`config.mk`:
```
export PLATFORM = sky130hd
export DESIGN_NAME = mux_rr_arbiter_4ch
export DESIGN_NICKNAME = d
export VERILOG_FILES = /design/src/rtl/mux_arb_pkg.sv /design/src/rtl/rr_pick_4.sv /design/src/rtl/mux_rr_arbiter_4ch.sv
export SDC_FILE = /design/constraint.sdc
export NUM_CORES = 1
export LEC_CHECK = 0
export ABC_CLOCK_PERIOD_IN_PS = 1880
export CAP_MARGIN = 20
export CORE_ASPECT_RATIO = 1.25
export CORE_MARGIN = 1.5
export CORE_UTILIZATION = 48
export CTS_BUF_LIST = sky130_fd_sc_hd__clkbuf_4 sky130_fd_sc_hd__clkbuf_8 sky130_fd_sc_hd__clkbuf_16
export DETAILED_ROUTE_END_ITERATION = 8
export GPL_TIMING_DRIVEN = 1
export HOLD_SLACK_MARGIN = 0.08
export PLACE_DENSITY = 0.82
export REMOVE_ABC_BUFFERS = 1
export SYNTH_ARGS = -nofsm -noshare
export SYNTH_HDL_FRONTEND = slang
export SYNTH_SLANG_ARGS = --single-unit
export TNS_END_PERCENT = 30
```
`constraint.sdc`:
```
create_clock -name clk_in -period 1.88 [get_ports clk_in]
set_input_delay 0.188 -clock clk_in [delete_from_list [all_inputs] [get_ports clk_in]]
set_output_delay 0.188 -clock clk_in [all_outputs]
set_load 0.03 [all_outputs]
```
`src/rtl/mux_arb_pkg.sv`:
```
// Shared constants and FSM state encoding for the 4-channel round-robin mux arbiter.
package mux_arb_pkg;

  localparam int NUM_CH = 4;
  localparam int SEL_W  = 2;

  typedef enum logic {
    ST_IDLE = 1'b0,
    ST_BUSY = 1'b1
  } state_e;

endpackage

```
`src/rtl/rr_pick_4.sv`:
```
// Rotating priority encoder: first eligible channel in order ptr+1, ptr+2, ptr+3, ptr.
module rr_pick_4
  import mux_arb_pkg::*;
(
  input  logic [NUM_CH-1:0] eligible,
  input  logic [SEL_W-1:0]  ptr,
  output logic              found,
  output logic [SEL_W-1:0]  winner
);

  always_comb begin
    logic [SEL_W-1:0] idx;
    found  = 1'b0;
    winner = ptr;
    idx    = ptr;
    // k = 4 wraps to offset 0, so the last holder is searched last.
    for (int k = 1; k <= NUM_CH; k++) begin
      idx = ptr + SEL_W'(k);
      if (!found && eligible[idx]) begin
        found  = 1'b1;
        winner = idx;
      end
    end
  end

endmodule

```
`src/rtl/mux_rr_arbiter_4ch.sv`:
```
// Round-robin arbiter granting bounded bursts on a shared 4:1 single-bit mux;
// the held grant steers the chosen channel's data bit onto y_out.
module mux_rr_arbiter_4ch
  import mux_arb_pkg::*;
#(
  parameter int BURST_LEN = 8,
  parameter int CNT_W     = 8
) (
  input  logic              clk_in,
  input  logic              rst_in,
  input  logic [NUM_CH-1:0] req_in,
  input  logic [NUM_CH-1:0] mask_in,
  input  logic [NUM_CH-1:0] d_in,
  output logic [NUM_CH-1:0] grant_out,
  output logic [SEL_W-1:0]  sel_out,
  output logic              busy_out,
  output logic              y_out,
  output logic              valid_out
);

  localparam logic [CNT_W-1:0] LAST_CNT = CNT_W'(BURST_LEN - 1);

  state_e            state_q, state_d;
  logic [CNT_W-1:0]  cnt_q, cnt_d;
  logic [SEL_W-1:0]  ptr_q, ptr_d;
  logic [SEL_W-1:0]  sel_q, sel_d;
  logic [NUM_CH-1:0] grant_q, grant_d;
  logic              busy_q, busy_d;

  logic [NUM_CH-1:0] eligible;
  logic              found;
  logic [SEL_W-1:0]  winner;

  // Valid/ready contract: there is no back-pressure; a data bit is transferred
  // on every cycle where valid_out is high, and the consumer must take it.
  assign eligible = req_in & mask_in;

  rr_pick_4 u_pick (
    .eligible (eligible),
    .ptr      (ptr_q),
    .found    (found),
    .winner   (winner)
  );

  always_comb begin
    state_d = state_q;
    cnt_d   = cnt_q;
    ptr_d   = ptr_q;
    sel_d   = sel_q;
    grant_d = grant_q;
    busy_d  = busy_q;
    case (state_q)
      ST_IDLE: begin
        if (found) begin
          state_d = ST_BUSY;
          grant_d = NUM_CH'(1) << winner;
          sel_d   = winner;
          busy_d  = 1'b1;
          cnt_d   = '0;
        end
      end
      ST_BUSY: begin
        cnt_d = cnt_q + CNT_W'(1);
        // Dropped request and burst end collapse into a single release.
        if (!req_in[sel_q] || (cnt_q == LAST_CNT)) begin
          state_d = ST_IDLE;
          grant_d = '0;
          busy_d  = 1'b0;
          ptr_d   = sel_q;
          cnt_d   = '0;
        end
      end
      default: begin
        state_d = ST_IDLE;
        grant_d = '0;
        busy_d  = 1'b0;
      end
    endcase
  end

  always_ff @(posedge clk_in) begin
    if (rst_in) begin
      state_q <= ST_IDLE;
      cnt_q   <= '0;
      ptr_q   <= SEL_W'(NUM_CH - 1);
      sel_q   <= '0;
      grant_q <= '0;
      busy_q  <= 1'b0;
    end else begin
      state_q <= state_d;
      cnt_q   <= cnt_d;
      ptr_q   <= ptr_d;
      sel_q   <= sel_d;
      grant_q <= grant_d;
      busy_q  <= busy_d;
    end
  end

  assign grant_out = grant_q;
  assign sel_out   = sel_q;
  assign busy_out  = busy_q;
  assign valid_out = busy_q & req_in[sel_q];
  assign y_out     = valid_out & d_in[sel_q];

endmodule

```
## Word-level counts from Yosys, hierarchy flattened

Cells that the tools add are included.

| storage, ports and cells | value |
|---|---|
| register bits | 18 |
| input port bits | 14 |
| word-level logic and storage cells | 66 |
| output and inout bits | 9 |

| cells by class | value |
|---|---|
| bitwise logic cells | 4 |
| equality and inequality tests | 3 |
| shift operators | 1 |
| reduce and logical (&&, ||, !) cells | 11 |
| add/sub/neg operators | 4 |
| magnitude comparators | 5 |
| mux-type cells | 32 |

Operators by type and width:

| cell | number |
|---|---|
| 2-to-1 mux 8 bit | 2 |
| one-hot mux 8 bit (2 select lines) | 1 |
| < comparator 2 x 3 -> 1 bit, second input constant | 5 |
| 2-to-1 mux 1 bit | 14 |
| binary-select mux 1 bit (select 2 bit) | 6 |
| adder 8 x 1 -> 8 bit, second input constant | 1 |
| equality test 8 x 3 -> 1 bit, second input constant | 1 |
| 2-to-1 mux 2 bit | 4 |
| 2-to-1 mux 4 bit | 2 |
| one-hot mux 4 bit (2 select lines) | 1 |
| AND reduction 2 bit | 3 |
| adder 2 bit, second input constant | 2 |
| bitwise AND 4 bit | 1 |
| logical NOT 1 bit | 4 |
| one-hot mux 1 bit (2 select lines) | 2 |
| << shifter 1 x 2 -> 4 bit, first input constant | 1 |
| logical AND 1 bit | 3 |
| adder 2 x 1 -> 2 bit, second input constant | 1 |
| bitwise AND 1 bit | 2 |
| != test 2 x 1 -> 1 bit, second input constant | 1 |
| != test 2 bit, second input constant | 1 |
| logical OR 1 bit | 1 |
| NOT 1 bit | 1 |

## Depth between registers and ports, before layout

Gate-level depths: netlist of the first run.

| logic depth | value |
|---|---|
| word-level depth | 16 |
| depth in mapped cells | 6 |

## Hierarchy

Synthesis of the first run repeated with hierarchy kept, for this count alone.

| second synthesis, totals | value |
|---|---|
| cells, all modules | 118 |
| area total of the unflattened synthesis | 996.0 um2 |

By module, submodules not included:

| module | times used | area each (um2) | cells each |
|---|---|---|---|
| mux_rr_arbiter_4ch | 1 | 913.4 | 104 |
| rr_pick_4 | 1 | 82.6 | 14 |

## Worst setup path after synthesis of the first run

Ideal clock, no wire load.

| path | value |
|---|---|
| kind | register to register |
| from | reg sel_q[0], in the netlist sel_out[0] |
| to | reg busy_q, in the netlist busy_out |
| path buffers | 0 |
| setup time | 0.128 ns |
| setup slack | 0.151 ns |
| cell stages (with the launch flop) | 6 |
| required time | 1.752 ns |
| arrival | 1.601 ns |
| cell sequence | dfxtp_1 -> mux4_2 -> inv_1 -> o21ai_4 -> a21oi_1 -> nor2_1 |

| between the ends | value |
|---|---|
| word-level cells in the longest chain between the ends | 6 |

RTL lines:

| element | RTL line | source |
|---|---|---|
| start: declaration | mux_rr_arbiter_4ch.sv:26 | `logic [SEL_W-1:0] sel_q, sel_d;` |
| start signal: assignment | mux_rr_arbiter_4ch.sv:93 | `sel_q <= sel_d;` |
| binary-select mux 1 bit (select 2 bit) | mux_rr_arbiter_4ch.sv:65 | `if (!req_in[sel_q] \|\| (cnt_q == LAST_CNT)) begin` |
| 2-to-1 mux 1 bit (implied by the code) | mux_rr_arbiter_4ch.sv:65 |  |
| logical NOT 1 bit | mux_rr_arbiter_4ch.sv:65 |  |
| logical OR 1 bit | mux_rr_arbiter_4ch.sv:65 |  |
| != test 2 x 1 -> 1 bit (no line) | - |  |
| AND reduction 2 bit (no line) | - |  |
| end signal: assignment | mux_rr_arbiter_4ch.sv:95 | `busy_q <= busy_d;` |
| end: declaration | mux_rr_arbiter_4ch.sv:28 | `logic busy_q, busy_d;` |

Every way passes these cells. The select of a mux whose other input is x is not followed.
A chain may end at the register's enable or synchronous reset.

## Final worst setup path of the first run

| path | value |
|---|---|
| from | reg sel_q[0], in the netlist sel_out[0] |
| to | out y_out |

| between the ends | value |
|---|---|
| word-level cells in the longest chain between the ends | 4 |
| elaborated cells on any way between the ends | 6 |

RTL lines:

| element | RTL line | source |
|---|---|---|
| binary-select mux 1 bit (select 2 bit) | mux_rr_arbiter_4ch.sv:102 | `assign valid_out = busy_q & req_in[sel_q];` |
| 2-to-1 mux 1 bit (implied by the code) | mux_rr_arbiter_4ch.sv:102 |  |
| bitwise AND 1 bit | mux_rr_arbiter_4ch.sv:102 |  |
| bitwise AND 1 bit (*) | mux_rr_arbiter_4ch.sv:103 | `assign y_out = valid_out & d_in[sel_q];` |
| end: declaration | mux_rr_arbiter_4ch.sv:17 | `output logic y_out,` |

Mark *: on every way between the ends. The rest lies on a longest branch, timed or not. The select of a mux whose other input is x is not followed.

==> results.rst, run 1 <==
.. list-table::
   :header-rows: 1

   * - Metric
     - Value
   * - Adder and majority gate portion of the synthesized area
     - 1.29%
   * - Global-route wire length before repair
     - 3.75 mm
   * - Clk pwr share
     - 26.0%
   * - Sequential cell fraction of total power
     - a little under half
   * - Share of the synthesized netlist area taken by xor and xnor gates
     - 2.71%
   * - Largest family of logic cells by synthesized area
     - simple AND/OR/NAND/NOR gates
   * - Overall track demand over capacity in global routing
     - 22.1%
   * - Via count of the first global-routing pass
     - 910
   * - Via density per instance
     - 6.02
   * - Final core area utilization
     - 66.1%
   * - Largest cells by area after synthesis
     - sky130_fd_sc_hd__dfxtp_1 37%, sky130_fd_sc_hd__nor2_1 5.0%, sky130_fd_sc_hd__a21oi_1 4.6%
   * - Data arrival time of the critical path
     - approximately 1600 ps
   * - Warnings from Yosys
     - 0
   * - Detailed Route WL
     - 2.39 mm
   * - Actual transition at the worst max-transition pin
     - around 450 ps
   * - Setup repair after global routing missed its margin
     - no
   * - Post-route non-filler standard cell count
     - 160
   * - Largest net degree at the start of global routing
     - 17
   * - Overflow left after global routing
     - 0
   * - Worst clock skew
     - 3.81 ps
   * - # nets final
     - 156
   * - Number of primary I/O pins
     - 23
   * - Die extent in y
     - 53.3 µm
   * - Total half-perimeter wirelength after legalization and detailed placement
     - 1.83 mm
   * - Worst IR drop on VDD
     - 0.000589 V
   * - Hold-fix buffers, CTS
     - 0
   * - Share of final-layout standard cells stronger than drive strength 1
     - 17.1%
   * - Number of diodes
     - 0
   * - DP Cell Count
     - 156
   * - Post-synthesis mux area share
     - 6.06%
   * - Clock tree from TritonCTS
     - done
   * - Overall die width
     - 43.2 µm
   * - Number of distinct standard cells referenced by the synthesized netlist
     - 38
   * - Port Buffers
     - 22
   * - Total setup violations reported at the end of the flow
     - 0
   * - Relative slew margins
     - between 60% and 70%
   * - Via count
     - between 900 and 1000
   * - Pint
     - 0.650 mW
   * - Post-CTS clock slew at the launch and capture registers of the worst setup and hold paths
     - 110 ps
   * - Worst Hold Launch
     - grant_out[1]
   * - Number of pins with negative max-slew slack in the final report
     - 0
   * - Post-synth ARST share
     - 0%
   * - MaxCap Viol Count
     - 0
   * - Category of the worst setup path capture point
     - output port
   * - Cell row count
     - 18
   * - Post-Synthesis Cell Area
     - 971 µm²
   * - Peak clock frequency supported by timing
     - 0.557 GHz
   * - Residual DRC
     - 0
   * - Synthesized-area fraction occupied by ao, oa, aoi and oai cells
     - between 20 and 25%
   * - Status
     - finished, final reports clean
   * - Mapped Cells
     - 110
   * - Area share of and/or/nand/nor cells after synthesis
     - 28.5%
   * - Area occupied by multi-input gates
     - 588 µm²
   * - Sinks on the clock net
     - 18
   * - Area growth syn-to-layout
     - 32.0%
   * - Clk Latency, worst-skew pair
     - 300 ps
   * - Combinational Power Share
     - between 20% and 30%
   * - Pwr dens
     - around 740 nW/µm²
   * - Switching share of total power
     - between 30% and 40%
   * - Worst setup path start
     - sel_out[0]
   * - Count of filler cells inserted in the layout
     - 172
   * - CTS max path bufs
     - 2
   * - Part of the Yosys area used for sequential elements
     - 37.1%
   * - Shortest clock period the worst path allows after layout
     - 1790 ps
   * - Violation count after the first detailed-route iteration
     - 33
   * - Cell type with the largest total area after synthesis
     - sky130_fd_sc_hd__dfxtp_1
   * - Worst hold-check path type
     - reg2reg
   * - Final hold violations
     - 0
   * - Core Box Area
     - 1940 µm²
   * - Final worst hold slack
     - 512 ps
   * - Reg-to-reg critical path startpoint
     - cnt_q[0]
   * - Category of the most critical setup path
     - reg2out
   * - Num CTS Buffers
     - 3
   * - Fraction of post-synthesis cell area in the top cell type by area
     - 37.1%
   * - Number of antenna violations at the first check in global routing
     - 0
   * - Commonest register cell after synthesis
     - sky130_fd_sc_hd__dfxtp_1
   * - Count of state elements after synthesis
     - 18
   * - Biggest fanout along the worst timing path
     - 3
   * - Mean instance size in the synthesized netlist
     - between 8 and 9 µm²
   * - Sequential cell area in the final layout
     - 362 µm²
   * - Initial Util
     - approximately 50%
   * - Critical path data required time
     - 1690 ps
   * - Die footprint
     - 2300 µm²
   * - Pre-Repair DR Iteration Count
     - 4
   * - Post-route antenna net violation count
     - 0
   * - CTS Root Buffer Type
     - sky130_fd_sc_hd__clkbuf_4
   * - Routed len/inst
     - approximately 15 µm
   * - Reported net switching power
     - 0.302 mW
   * - Number of synthesized flops with an enable pin
     - 0
   * - Ratio of final minimum period to clock period
     - 95.4%
   * - Total leakage power
     - 0.505 nW
   * - Routability-driven placement congestion ratio
     - 0.838
   * - Total number of H-tree levels
     - 1
   * - Total power of the final layout
     - around 0.95 mW
   * - Category of the worst setup path launch point
     - register
==> per-stage QoR <==
| stage | setup slack [ps] | TNS [ps] | area, µm² |
|---|---|---|---|
| 2_1_floorplan | 159 | 0 | 956 |
| 4_1_cts | -5.02 | -5.02 | 1290 |
| 3_5_place_dp | -212 | -414 | 1250 |
| 3_3_place_gp | -182 | -360 | 1250 |
| 6_report | 85.7 | 0 | 1280 |
| 5_1_grt | 53.6 | 0 | 1280 |
==> cell families after synthesis <==
| family | count (synthesis) |
|---|---|
| flops | 18 |
| simple gates | 49 |
| buf+inv | 5 |
| fa+ha+maj | 1 |
| xor+xnor | 3 |
| mux | 3 |
| compound gates | 31 |
==> Yosys cell counts (2+ instances only) <==
cell and instances:
sky130_fd_sc_hd__o21ai_0 6, sky130_fd_sc_hd__a22o_1 3, sky130_fd_sc_hd__a21oi_1 9, sky130_fd_sc_hd__clkbuf_1 2, sky130_fd_sc_hd__a31oi_1 3, sky130_fd_sc_hd__nor2_1 13, sky130_fd_sc_hd__nand4b_1 5, sky130_fd_sc_hd__dfxtp_1 18
sky130_fd_sc_hd__nor3_1 5, sky130_fd_sc_hd__nand2_1 10, sky130_fd_sc_hd__and3_1 2, sky130_fd_sc_hd__xnor2_1 2, sky130_fd_sc_hd__a22oi_1 2, sky130_fd_sc_hd__nand3_1 6
==> timing repair <==
item                       4_1_cts  5_1_grt
gates resized for setup          9        2
setup endpoints to repair        2        1
cloned                           0        0
hold endpoints to repair         0        0
buffers inserted                 0        0
==> power groups by stage <==
stage | clock network [mW] | logic [mW] | registers, mW
floorplan | 0 | 0.121 | 0.472
global placement | 0 | 0.262 | 0.445
detailed placement | 0 | 0.268 | 0.447
CTS | 0.253 | 0.267 | 0.439
global route | 0.267 | 0.284 | 0.444
finish | 0.247 | 0.265 | 0.439
==> worst max-delay path: stages, from the launching register on <==
cell,delay (ps)
sky130_fd_sc_hd__dfxtp_2,370
sky130_fd_sc_hd__mux4_1,550
sky130_fd_sc_hd__and3_2,220
sky130_fd_sc_hd__buf_2,170
==> registers in the layout, indices dropped and copies added, names as in the netlist <==
name / flops
grant_out: 4
state_q: 1
sel_out: 2
ptr_q: 2
cnt_q: 8
busy_out: 1
==> layout make-up <==
class                           instances  area share [%]
Clock buffer                            4            2.83
Inverter                                2           0.586
Multi-Input combinational cell         87            45.9
Sequential cell                        18            28.2
Tap cell                               20            1.95
Timing Repair Buffer                   29            20.5
==> worst paths after layout <==
path | end | slack, ps | cells after the start
worst max-delay path | y_out | 90 | 3
worst min-delay path | grant_out[1] | 510 | 2
worst max register to register | cnt_q[6] | 250 | 7
worst min register to register | grant_out[1] | 510 | 2
==> per-layer routing <==
layer | global-route usage [%] | part of all wire [%] | vias up
met4 | 12.1 | 1.6 | 0
met5 | 0 | 0 | -
met2 | 42.5 | 54 | 20
met3 | 3.07 | 3.1 | 4
li1 | - | - | 470
met1 | 22.3 | 42 | 469
==> layout by cell type, fill, tap and decap left out, types with 2 or more instances in the layout <==
cell type / netlist / routed
sky130_fd_sc_hd__clkdlybuf4s50_1: 0 / 20
sky130_fd_sc_hd__a22oi_1: 2 / 2
sky130_fd_sc_hd__nor3_1: 5 / 5
sky130_fd_sc_hd__xnor2_1: 2 / 2
sky130_fd_sc_hd__a31oi_1: 3 / 3
sky130_fd_sc_hd__o21ai_0: 6 / 6
sky130_fd_sc_hd__buf_2: 0 / 2
sky130_fd_sc_hd__nand2_1: 10 / 10
sky130_fd_sc_hd__a21oi_1: 9 / 9
sky130_fd_sc_hd__a22o_1: 3 / 3
sky130_fd_sc_hd__nand4b_1: 5 / 5
sky130_fd_sc_hd__buf_4: 1 / 7
sky130_fd_sc_hd__nand3_1: 6 / 6
sky130_fd_sc_hd__and3_1: 2 / 2
sky130_fd_sc_hd__dfxtp_1: 18 / 17
sky130_fd_sc_hd__nor2_1: 13 / 13
sky130_fd_sc_hd__clkbuf_4: 0 / 3
Note: power is estimated with default switching activity, not from simulation.
==> inputs of run 2 (changes only) <==
--- a/config.mk
+++ b/config.mk
@@ -10,7 +10,6 @@
 export CORE_ASPECT_RATIO = 1.25
 export CORE_MARGIN = 1.5
 export CORE_UTILIZATION = 48
-export CTS_BUF_LIST = sky130_fd_sc_hd__clkbuf_4 sky130_fd_sc_hd__clkbuf_8 sky130_fd_sc_hd__clkbuf_16
 export DETAILED_ROUTE_END_ITERATION = 8
 export GPL_TIMING_DRIVEN = 1
 export HOLD_SLACK_MARGIN = 0.08
==> results of run 2 <==
The final DEF is identical to that of run 1; final timing and power are the same.
==> inputs of run 3 (changes only) <==
--- a/config.mk
+++ b/config.mk
@@ -14,7 +14,9 @@
 export GPL_TIMING_DRIVEN = 1
 export HOLD_SLACK_MARGIN = 0.08
 export PLACE_DENSITY = 0.82
+export RECOVER_POWER = 50
 export REMOVE_ABC_BUFFERS = 1
+export SLEW_MARGIN = 15
 export SYNTH_ARGS = -nofsm -noshare
 export SYNTH_HDL_FRONTEND = slang
 export SYNTH_SLANG_ARGS = --single-unit
==> run 3 against run 2 <==
  * Non-clock buffer count did not move
  * Final area fell by 2.1%
  * Largest cell class unchanged
  * Critical endpoint unchanged
  * Clock skew fell by 0.55 ps
  * Die area did not move
  * Flip-flop and latch count did not move
  * Sequential power barely moved
  * First-iteration DRC count fell by 18%
  * Power fell by 1.1%
==> results.rst, run 3 (synthesized netlist as in run 1, its figures left out) <==
.. list-table::
   :header-rows: 1

   * - Metric
     - Value
   * - Total half-perimeter wirelength after legalization and detailed placement
     - 1.83 mm (unchanged)
   * - Category of the worst setup path capture point
     - output port (unchanged)
   * - Top library cells by usage in the layout, fill and taps aside
     - 17 x sky130_fd_sc_hd__dfxtp_1, 15 x sky130_fd_sc_hd__clkdlybuf4s50_1, 13 x sky130_fd_sc_hd__nor2_1 (was 20 x sky130_fd_sc_hd__clkdlybuf4s50_1, 17 x sky130_fd_sc_hd__dfxtp_1, 13 x sky130_fd_sc_hd__nor2_1)
   * - Overall track demand over capacity in global routing
     - 22.1% (unchanged)
   * - Critical path data required time
     - 1690 ps (about the same)
   * - Via count
     - 967 (was 963)
   * - Reg-to-reg critical path startpoint
     - cnt_q[0] (unchanged)
   * - Relative slew margins
     - 69.2% (was 69.6%)
   * - Sinks on the clock net
     - 18 (unchanged)
   * - Routability-driven placement congestion ratio
     - 0.838 (unchanged)
   * - Post-route antenna net violation count
     - 0 (unchanged)
   * - Global-route wire length before repair
     - 3.75 mm (unchanged)
   * - Pwr dens
     - 751 nW/µm² (was 743 nW/µm²)
   * - Most common library cell in the layout ignoring fill and taps
     - sky130_fd_sc_hd__dfxtp_1 (was sky130_fd_sc_hd__clkdlybuf4s50_1)
   * - Overflow left after global routing
     - 0 (unchanged)
   * - Actual transition at the worst max-transition pin
     - 462 ps (was 454 ps)
   * - Total power of the final layout
     - 0.942 mW (was 0.952 mW)
   * - Worst Hold Launch
     - grant_out[1] (unchanged)
   * - Number of pins with negative max-slew slack in the final report
     - 0 (unchanged)
   * - Count of filler cells inserted in the layout
     - 178 (was 172)
   * - MaxCap Viol Count
     - 0 (unchanged)
   * - Initial Util
     - 50.1% (unchanged)
   * - Sum Neg Setup Slack
     - 0 ps (unchanged)
   * - Placed cell area
     - 1250 µm² (unchanged)
   * - Status
     - finished, final reports clean (unchanged)
   * - Clk Latency, worst-skew pair
     - 310 ps (was 300 ps)
   * - Data arrival time of the critical path
     - 1610 ps (about the same)
   * - Port Buffers
     - 22 (unchanged)
   * - Category of the worst setup path launch point
     - register (unchanged)
   * - Share of final-layout standard cells stronger than drive strength 1
     - 15.0% (was 17.1%)
   * - Worst clock skew
     - 3.26 ps (was 3.81 ps)
   * - Final core area utilization
     - 64.7% (was 66.1%)
   * - Worst hold-check path type
     - reg2reg (unchanged)
   * - Worst IR drop on VDD
     - 0.000571 V (was 0.000589 V)
   * - Via density per instance
     - 6.04 (was 6.02)
   * - Post-route non-filler standard cell count
     - 160 (unchanged)
   * - Total setup violations reported at the end of the flow
     - 0 (unchanged)
   * - Total number of H-tree levels
     - 1 (unchanged)
   * - Largest net degree at the start of global routing
     - 17 (unchanged)
   * - Setup repair after global routing missed its margin
     - no (unchanged)
   * - Most flops, register
     - cnt_q (unchanged)
   * - Hold-fix buffers, CTS
     - 0 (unchanged)
   * - Shortest clock period the worst path allows after layout
     - 1800 ps (was 1790 ps)
   * - Post-layout worst setup margin
     - 83.0 ps (was 85.7 ps)
   * - Final hold violations
     - 0 (unchanged)
   * - DP Cell Count
     - 156 (unchanged)
   * - Violation count after the first detailed-route iteration
     - 27 (was 33)
   * - Number of diodes
     - 0 (unchanged)
   * - DP Worst Slack
     - -212 ps (unchanged)
   * - Worst setup path start
     - sel_out[0] (unchanged)
   * - Detailed Route WL
     - 2.38 mm (was 2.39 mm)
   * - Ratio of final minimum period to clock period
     - 95.6% (was 95.4%)
   * - Pre-Repair DR Iteration Count
     - 4 (unchanged)
   * - Cell row count
     - 18 (unchanged)
   * - Residual DRC
     - 0 (unchanged)
   * - Number of primary I/O pins
     - 23 (unchanged)
   * - Total leakage power
     - 0.512 nW (was 0.505 nW)
   * - CTS Root Buffer Type
     - sky130_fd_sc_hd__clkbuf_4 (unchanged)
   * - Num CTS Buffers
     - 3 (unchanged)
   * - Number of antenna violations at the first check in global routing
     - 0 (unchanged)
   * - # nets final
     - 156 (unchanged)
   * - Routed len/inst
     - 14.9 µm (about the same)
   * - Die extent in y
     - 53.3 µm (unchanged)
   * - Post-CTS clock slew at the launch and capture registers of the worst setup and hold paths
     - 110 ps (about the same)
   * - Peak clock frequency supported by timing
     - 0.556 GHz (was 0.557 GHz)
   * - Clock tree from TritonCTS
     - done (unchanged)
   * - Category of the most critical setup path
     - reg2out (unchanged)
   * - Max FFs per register
     - 8 (unchanged)
   * - CTS max path bufs
     - 2 (unchanged)
   * - Final worst hold slack
     - 509 ps (was 512 ps)
   * - Die footprint
     - 2300 µm² (unchanged)
   * - Biggest fanout along the worst timing path
     - 3 (unchanged)
   * - Area growth syn-to-layout
     - 29.1% (was 32.0%)
   * - Final Cell Area
     - 1250 µm² (was 1280 µm²)
   * - Overall die width
     - 43.2 µm (unchanged)
   * - Via count of the first global-routing pass
     - 910 (unchanged)
   * - Core Box Area
     - 1940 µm² (unchanged)
[run 3: changes by cell type in the layout (fill, tap and decap cells not counted)]
cell                              previous run  this run
sky130_fd_sc_hd__buf_4                       7         5
sky130_fd_sc_hd__clkbuf_1                    0         2
sky130_fd_sc_hd__clkdlybuf4s50_1            20        15
sky130_fd_sc_hd__dlygate4sd3_1               0         5
sky130_fd_sc_hd__nor3_2                      0         1
sky130_fd_sc_hd__nor3_4                      1         0
sky130_fd_sc_hd__nor4_1                      0         1
sky130_fd_sc_hd__nor4_2                      1         0
sky130_fd_sc_hd__o21ai_2                     0         1
sky130_fd_sc_hd__o21ai_4                     1         0
[run 3: per-layer routing]
| metal | vias to the layer above | part of all wire (%) | GRT usage, % |
|---|---|---|---|
| li1 | 470 | - | - |
| met1 | 475 | 41 | 22.3 |
| met2 | 18 | 54 | 42.5 |
| met3 | 4 | 2.6 | 3.07 |
| met4 | 0 | 1.6 | 12.1 |
| met5 | - | 0 | 0 |
[run 3: report_power, final]
| group | switching (mW) | internal (mW) |
|---|---|---|
| registers | 0.0302 | 0.408 |
| logic | 0.139 | 0.116 |
| clock network | 0.130 | 0.118 |
[run 3: critical path: stages (launching register included)]
cell and delay [ps]:
sky130_fd_sc_hd__dfxtp_2 370, sky130_fd_sc_hd__mux4_1 550, sky130_fd_sc_hd__and3_2 220, sky130_fd_sc_hd__buf_2 170
[run 3: layout make-up]
type / count / area [µm²] / share of cell area, %
clock buffers: 4 / 36.3 / 2.89
inverters: 2 / 7.51 / 0.599
multi-input cells: 87 / 568 / 45.3
flip-flops and latches: 18 / 362 / 28.8
well taps: 20 / 25.0 / 2.00
repair buffers: 29 / 255 / 20.4
[run 3: final timing paths]
path         slack [ps]           end  depth (start not counted)
min                 510  grant_out[1]                          2
max reg2reg         140      cnt_q[6]                          7
max                  80         y_out                          3
min reg2reg         510  grant_out[1]                          2
[run 3: repair_timing]
item	CTS	global route
endpoints found under the setup margin	2	1
resized for setup	9	2
buffers inserted	0	0
